<file path="config.mk">
export PLATFORM = sky130hd
export DESIGN_NAME = switch_ingress_router
export DESIGN_NICKNAME = d
export VERILOG_FILES = /design/src/rtl/switch_ingress_router.sv
export SDC_FILE = /design/constraint.sdc
export NUM_CORES = 1
export LEC_CHECK = 0
export CAP_MARGIN = 20
export CORE_MARGIN = 2
export CORE_UTILIZATION = 42
export CTS_CLUSTER_SIZE = 30
export DETAILED_ROUTE_END_ITERATION = 12
export HOLD_SLACK_MARGIN = 0.06
export PLACE_DENSITY_LB_ADDON = 0.1
export SLEW_MARGIN = 20
export SYNTH_ARGS = -nofsm -noshare
export SYNTH_HDL_FRONTEND = slang
export SYNTH_SLANG_ARGS = --single-unit
</file>
<file path="constraint.sdc">
create_clock -name clk -period 3.3 [get_ports clk]
set_input_delay 0.495 -clock clk [delete_from_list [all_inputs] [get_ports clk]]
set_output_delay 0.495 -clock clk [all_outputs]
set_load 0.005 [all_outputs]
</file>
<file path="src/rtl/switch_ingress_router.sv">
// switch_ingress_router: parses DA/SA/LEN packets from one link and writes every byte to the FIFO chosen by DA.
// Define ROUTER_BCAST_EN to send DA all-ones to every port at once.
module switch_ingress_router #(
    parameter int W_WIDTH = 8,
    parameter int N_PORTS = 4
) (
    input  logic                         clk,
    input  logic                         rst_n,
    input  logic                         in_valid,
    input  logic [W_WIDTH-1:0]           in_data,
    output logic                         in_ready,
    input  logic [N_PORTS*W_WIDTH-1:0]   port_addr,
    input  logic [N_PORTS-1:0]           fifo_full,
    output logic [N_PORTS-1:0]           fifo_wr_en,
    output logic [W_WIDTH-1:0]           fifo_data,
    output logic [15:0]                  pkt_cnt,
    output logic [15:0]                  drop_cnt
);
    typedef enum logic [1:0] {IDLE, SA, LEN, PAYLOAD} state_t;
    state_t state;
    logic [W_WIDTH-1:0] remain;
    logic [N_PORTS-1:0] mask, dec_mask, eff_mask;
    logic drop, accept;

    // Scanning downward lets the lowest matching port win.
    always_comb begin
        dec_mask = '0;
        for (int p = N_PORTS - 1; p >= 0; p--)
            if (in_data == port_addr[p*W_WIDTH +: W_WIDTH]) dec_mask = N_PORTS'(1) << p;
`ifdef ROUTER_BCAST_EN
        if (&in_data) dec_mask = '1;
`endif
    end

    always_comb begin
        eff_mask   = (state == IDLE) ? dec_mask : (drop ? '0 : mask);
        in_ready   = ~|(eff_mask & fifo_full);
        accept     = in_valid && in_ready;
        fifo_wr_en = accept ? eff_mask : '0;
        fifo_data  = in_data;
    end

    always_ff @(posedge clk or negedge rst_n) begin
        if (!rst_n) begin
            state    <= IDLE;
            remain   <= '0;
            mask     <= '0;
            drop     <= 1'b0;
            pkt_cnt  <= '0;
            drop_cnt <= '0;
        end else if (accept) begin
            case (state)
                IDLE: begin
                    state <= SA;
                    mask  <= dec_mask;
                    drop  <= ~|dec_mask;
                    if (~|dec_mask) drop_cnt <= drop_cnt + 16'(drop_cnt != 16'hFFFF);
                    else            pkt_cnt  <= pkt_cnt + 16'(pkt_cnt != 16'hFFFF);
                end
                SA: state <= LEN;
                LEN: begin
                    remain <= in_data;
                    state  <= (in_data == '0) ? IDLE : PAYLOAD;
                end
                PAYLOAD: begin
                    remain <= remain - 1'b1;
                    if (remain == W_WIDTH'(1)) state <= IDLE;
                end
            endcase
        end
    end
endmodule

</file>
After elaboration in Yosys (flattened, before gate mapping). Cells that the tools add are included.

Input bits: 47. Bits in registers: 47. Logic and storage cells: 46. Output and inout port bits: 45.

Reductions and logical operators: 13. Muxes and demuxes: 11. Eq/ne operators: 11. Bitwise gates (word level): 2. $add $sub $neg: 3.

Operators with widths (number): $add 16x1->16 (2); $eq 8x8->1 (4); $ne 16x16->1 const B (2); $mux 4 (7); $pmux 8 s2 (1); $eq 8x1->1 const B (1); $logic_not 8->1 (1); $pmux 2 s4 (1); $reduce_or 4->1 (2); $sub 8x1->8 const B (1); $reduce_and 2->1 (3); $reduce_and 3->1 (2); $and 4x4->4 (1); $eq 2x2->1 const B (2); $mux 2 (2); $eq 2x1->1 const B (1); $logic_not 1->1 (2); $logic_not 2->1 (1); $ne 2x2->1 const B (1); $reduce_bool 2->1 (1); $logic_and 1x1->1 (1); $not 1->1 (1).

Logic depth before layout (Yosys ltp).
Word-level depth: 11. Mapped depth: 12. Gate-level depth less buffers: 11.

Worst setup path after synthesis. Ideal clock, no wire load.

Path type: input to output. Start point: input port in_data[5]. End point: output port in_ready. Arrival time: 2259 ps. Setup slack: 546 ps. Path buffers: 3. Data required time: 2805 ps. Stages: 10. Path through: buf_2 > xor2_1 > nor4_1 > and2_1 > buf_4 > nor4_2 > nor3_4 > buf_2 > o31ai_1 > nor2_1.

Word-level cells in the longest chain between the ends: 9. Elaborated cells between the ends (all ways): 12. Classes of those cells: 4 x eq/ne; 5 x mux; 1 x bitwise; 2 x reduce/logical.

RTL lines: start: declaration (RTL line 10) `input logic [W_WIDTH-1:0] in_data,`; $eq 8x8->1 (RTL line 29) `if (in_data == port_addr[p*W_WIDTH +: W_WIDTH]) dec_mask = N_PORTS'(1) << p;`; $mux 4 (3 in a row) (RTL line 29); $mux 4 * (RTL line 29); $mux 4 * (RTL line 36) `eff_mask = (state == IDLE) ? dec_mask : (drop ? '0 : mask);`; $and 4x4->4 * (RTL line 37) `in_ready = ~|(eff_mask & fifo_full);`; $reduce_or 4->1 * (RTL line 37); $logic_not 1->1 * (RTL line 37); end: declaration (RTL line 11) `output logic in_ready,`.

Every way passes the cells marked *; elsewhere a longest branch is shown, timed or not.

Final worst setup path.
Start point: input port port_addr[0]. End point: output port in_ready.

Word-level cells in the longest chain between the ends: 6.

RTL lines: start: declaration (RTL line 12) `input logic [N_PORTS*W_WIDTH-1:0] port_addr,`; $eq 8x8->1 (RTL line 29); $mux 4 (RTL line 29); $mux 4 (RTL line 36); $and 4x4->4 (RTL line 37); $reduce_or 4->1 (RTL line 37); $logic_not 1->1 (RTL line 37).

No other way between the ends.

==> summary by stage <==
Run status
The flow ran to the end, and the final reports show no timing, DRC or antenna violations.

Global route
The number of global-route vias before repair is 2539. The initial antenna violation count is 0. The maximum number of pins on one net before global-route repair is 27. In the global route stage, overall resource usage came out at 0.192. The wire length of the first global-routing pass is 12.1 mm. The sum of overflow across all layers after global routing is 0.

Yosys
The post-synthesis instance total is 317. The mapped cell area is 3060 sq um. The synthesized area per cell is 9.65 sq um. The synthesis-stage register bit count is 47. The most used flip-flop cell after synthesis is dfrtp_1. The number of synthesis warnings is 0. dfrtp_1 takes more of the synthesized area than any other cell. Counting flops with a built-in enable in the synthesized netlist gives 0. The number of nets handed over by synthesis was 370. Of the synthesized area, sequential elements account for 0.384. Sorting the synthesized cells by area gives the leading types as dfrtp_1 38%, xnor2_1 8.6%, xor2_1 8.6%. The number of distinct library cells after synthesis is 48. In the synthesized netlist the async set-or-reset flop fraction comes to 1.00.

The share of the synthesized area in the top cell type is 0.384.

CTS
The clock sink total is 47. TritonCTS built the clock tree. The cell at the root of the clock tree is clkbuf_8.

The number of buffers inserted by hold repair at cts is 0. The later pin in the worst-skew pair is clocked with a latency of 290 ps. After clock tree synthesis, the clock-pin slew on the worst setup and hold paths is 90 ps. The H-tree was split into 2 levels. The number of buffers between clock root and the deepest sink is 2.

Buffers inserted during clock tree synthesis total 5.

Power and ir drop
The analysis attributes to cell leakage a power of 1.89 nW. Power spread over the standard cell area amounts to 403 nW/um^2. IR analysis of the VDD net gives a maximum drop of 0.000362 V.

Floorplan
The effective utilization at floorplan is 0.429. The area of the core is 7140 sq um. The number of rows in the core area is 31. The die is 89.4 microns wide.

The die extent in y is 89.4 microns. The top-level I/O count is 92. The die area is 7990 sq um.

Final layout
In the final layout, the share of cells above drive strength 1 is 0.161. The final cell utilization of the core is 0.615. In the final design database the tool counted 480 nets. After filler insertion, the fill cell instance count of the layout stands at 673. Compared with the post-synthesis result, the final layout area differs by 43.4%. The number of inserted diodes is 0. After the flow finishes, the layout carries non-filler instances totaling 527.

Drt
The remaining design rule violation count is 0. Once detail routing completed, the nets flagged for antenna violations numbered 0. The via count normalized by instance count is 5.02. For this run, the detailed router's first-pass iteration total came to 4. After detailed routing, the average wire length per cell comes to 14.0 microns. The iteration-0 DRC count of the detailed router is 62. The number of vias in the routed layout is 2647.

The total wire length after detailed routing is 7.39 mm.

Worst setup path
The critical path runs through a total of 12 cells. Among all stages on the critical path, the largest delay is contributed by clkdlybuf4s50_1. The type of element launching the critical path is an input pin.

The category of the worst setup path capture point is a primary output. STA puts the critical path data arrival time at 2670 ps. Along the worst path, the maximum fanout reaches 6. For this run, the slowest stage of the critical path takes 490 ps. The cell type group with the largest total delay on the critical path is buffers and inverters. By startpoint and endpoint, the worst setup path is classified as in2out. Traced cell by cell, the critical path runs through clkdlybuf4s50_1 > xor2_1 > nor4_2 > buf_4 > and2_4 > buf_6 > nor4b_4 > nand2_2 > buf_4 > o31ai_2 > nor2_1 > dlygate4sd2_1.

For the worst flop-to-flop path, the logic depth is 11. The number of buffers and inverters on the critical path is 5. For the worst setup path, the data required time is 2800 ps. The most repeated library cell on the critical path is buf_4.

Place
The worst-case setup slack after placement is -218 ps. The half-perimeter wire length after placement is 5.75 mm. The number of buffers added on ports is 91. The final weighted congestion of routability-driven global placement is 0.815.

The number of placed instances with taps included is 514.

Min path
The worst hold path belongs to the class in2async.

Timing
Across all setup checks in the final design, the least slack found is 134 ps. The final hold slack is 190 ps. The number of max-slew violations in the final report is 0. Setup repair after global routing could not meet its margin everywhere. The final number of hold-violating endpoints is 0. The relative slew slack is 0.592. The final setup skew is 5.64 ps. Setup violations remaining at the end of the flow were counted as 0. The final critical path time including I/O delays and setup is 3170 ps. Derived from the worst setup path, the maximum achievable clock frequency is 316 MHz. The share of the cycle needed by the critical path after routing is 0.959.

The transition time at the pin with the least slew margin is 606 ps.

Job
The number of max-cap violations is 0.
==> metrics by stage <==
stage,setup TNS [ps],total power (W),instance area (sq um)
finish,0,0.00177,4390
global route,-97.8,0.00188,4390
CTS,0,0.00178,4360
detailed placement,-999,0.00128,4190
global placement,-708,0.00127,4190
floorplan,0,0.00106,3060
==> worst paths after layout <==
check	start	to	slack [ps]
max	port_addr[0]	in_ready	130
min	rst_n	mask[0]	190
max reg2reg	drop_cnt[2]	drop_cnt[14]	630
min reg2reg	drop_cnt[7]	drop_cnt[7]	490
max in group asynchronous	rst_n	drop_cnt[1]	2400
min in group clk	drop_cnt[7]	drop_cnt[7]	490
==> report_power, final <==
part	internal (W)	switching, W	total [W]
clock	0.000303	0.000192	0.000495
sequential	0.000652	0.0000940	0.000746
combinational	0.000274	0.000254	0.000529
total	0.00123	0.000540	0.00177
==> area by class of cell <==
| type | count | area, sq um | share of cell area |
|---|---|---|---|
| Multi-Input combinational cell | 237 | 1730 | 0.393 |
| Timing Repair Buffer | 128 | 1200 | 0.273 |
| Sequential cell | 47 | 1180 | 0.268 |
| Tap cell | 99 | 124 | 0.0282 |
| Clock buffer | 6 | 72.6 | 0.0165 |
| Clock inverter | 2 | 60.1 | 0.0137 |
| Inverter | 8 | 30.0 | 0.00684 |
==> timing repair <==
action                                  in CTS  in global routing
pin swaps                                    6                  6
endpoints found under the setup margin       5                  5
gates resized for setup                     17                  7
setup buffers                                4                  1
==> cells in the mapped netlist (all sizes together) (2+ instances only) <==
cell type / n
clkbuf: 5
nor3b: 3
inv: 8
nor2b: 3
nor4b: 4
a21oi: 12
o21ai: 9
a211oi: 2
mux2: 10
nand3: 14
ha: 6
dfrtp: 47
and4: 3
xor2: 30
nor4: 10
a22oi: 2
xnor2: 30
nand4: 17
and2: 5
nor2: 22
o22a: 2
nor3: 8
and3: 13
nand2: 18
buf: 20
==> cells by family (layout without fill, tap and decap cells) <==
| logic type | after synthesis | after routing | synth area share |
|---|---|---|---|
| and+or+nand+nor | 124 | 124 | 0.235 |
| xor gates and xnor gates | 60 | 60 | 0.172 |
| DFF | 47 | 47 | 0.384 |
| AOI/OAI and AO/OA | 37 | 37 | 0.0871 |
| buffers and inverters | 33 | 144 | 0.0601 |
| muxes | 10 | 10 | 0.0368 |
| adders and majority gates | 6 | 6 | 0.0245 |
==> state kept, by name, indices dropped and copies added (netlist names) <==
| register | cells |
|---|---|
| pkt_cnt | 16 |
| drop | 1 |
| state | 2 |
| remain | 8 |
| drop_cnt | 16 |
| mask | 4 |
==> routing by layer <==
metal	vias up	wire length (microns)	track usage
met5	-	0	0
met3	8	229	0.0379
met1	1256	3520	0.273
met4	0	89	0.0475
li1	1335	-	-
met2	48	3550	0.303
==> worst reg2reg max path: cells and delay by family, from the launching register on <==
family | cells | cell delay [ps]
XOR/XNOR | 1 | 130
adder cells (fa/ha/maj) | 2 | 370
flip-flops | 1 | 400
AND/OR/NAND/NOR | 8 | 1670
==> layout by cell type, fill, tap and decap left out, drive strengths merged, types with 5 or more instances in the layout <==
cell type / instances
a21oi: 12
and2: 5
and3: 13
buf: 38
clkbuf: 6
clkdlybuf4s50: 78
dfrtp: 47
dlygate4sd2: 9
ha: 6
inv: 8
mux2: 10
nand2: 18
nand3: 14
nand4: 17
nor2: 22
nor3: 8
nor4: 10
o21ai: 9
xnor2: 30
xor2: 30
(Power assumes the default switching activity.)
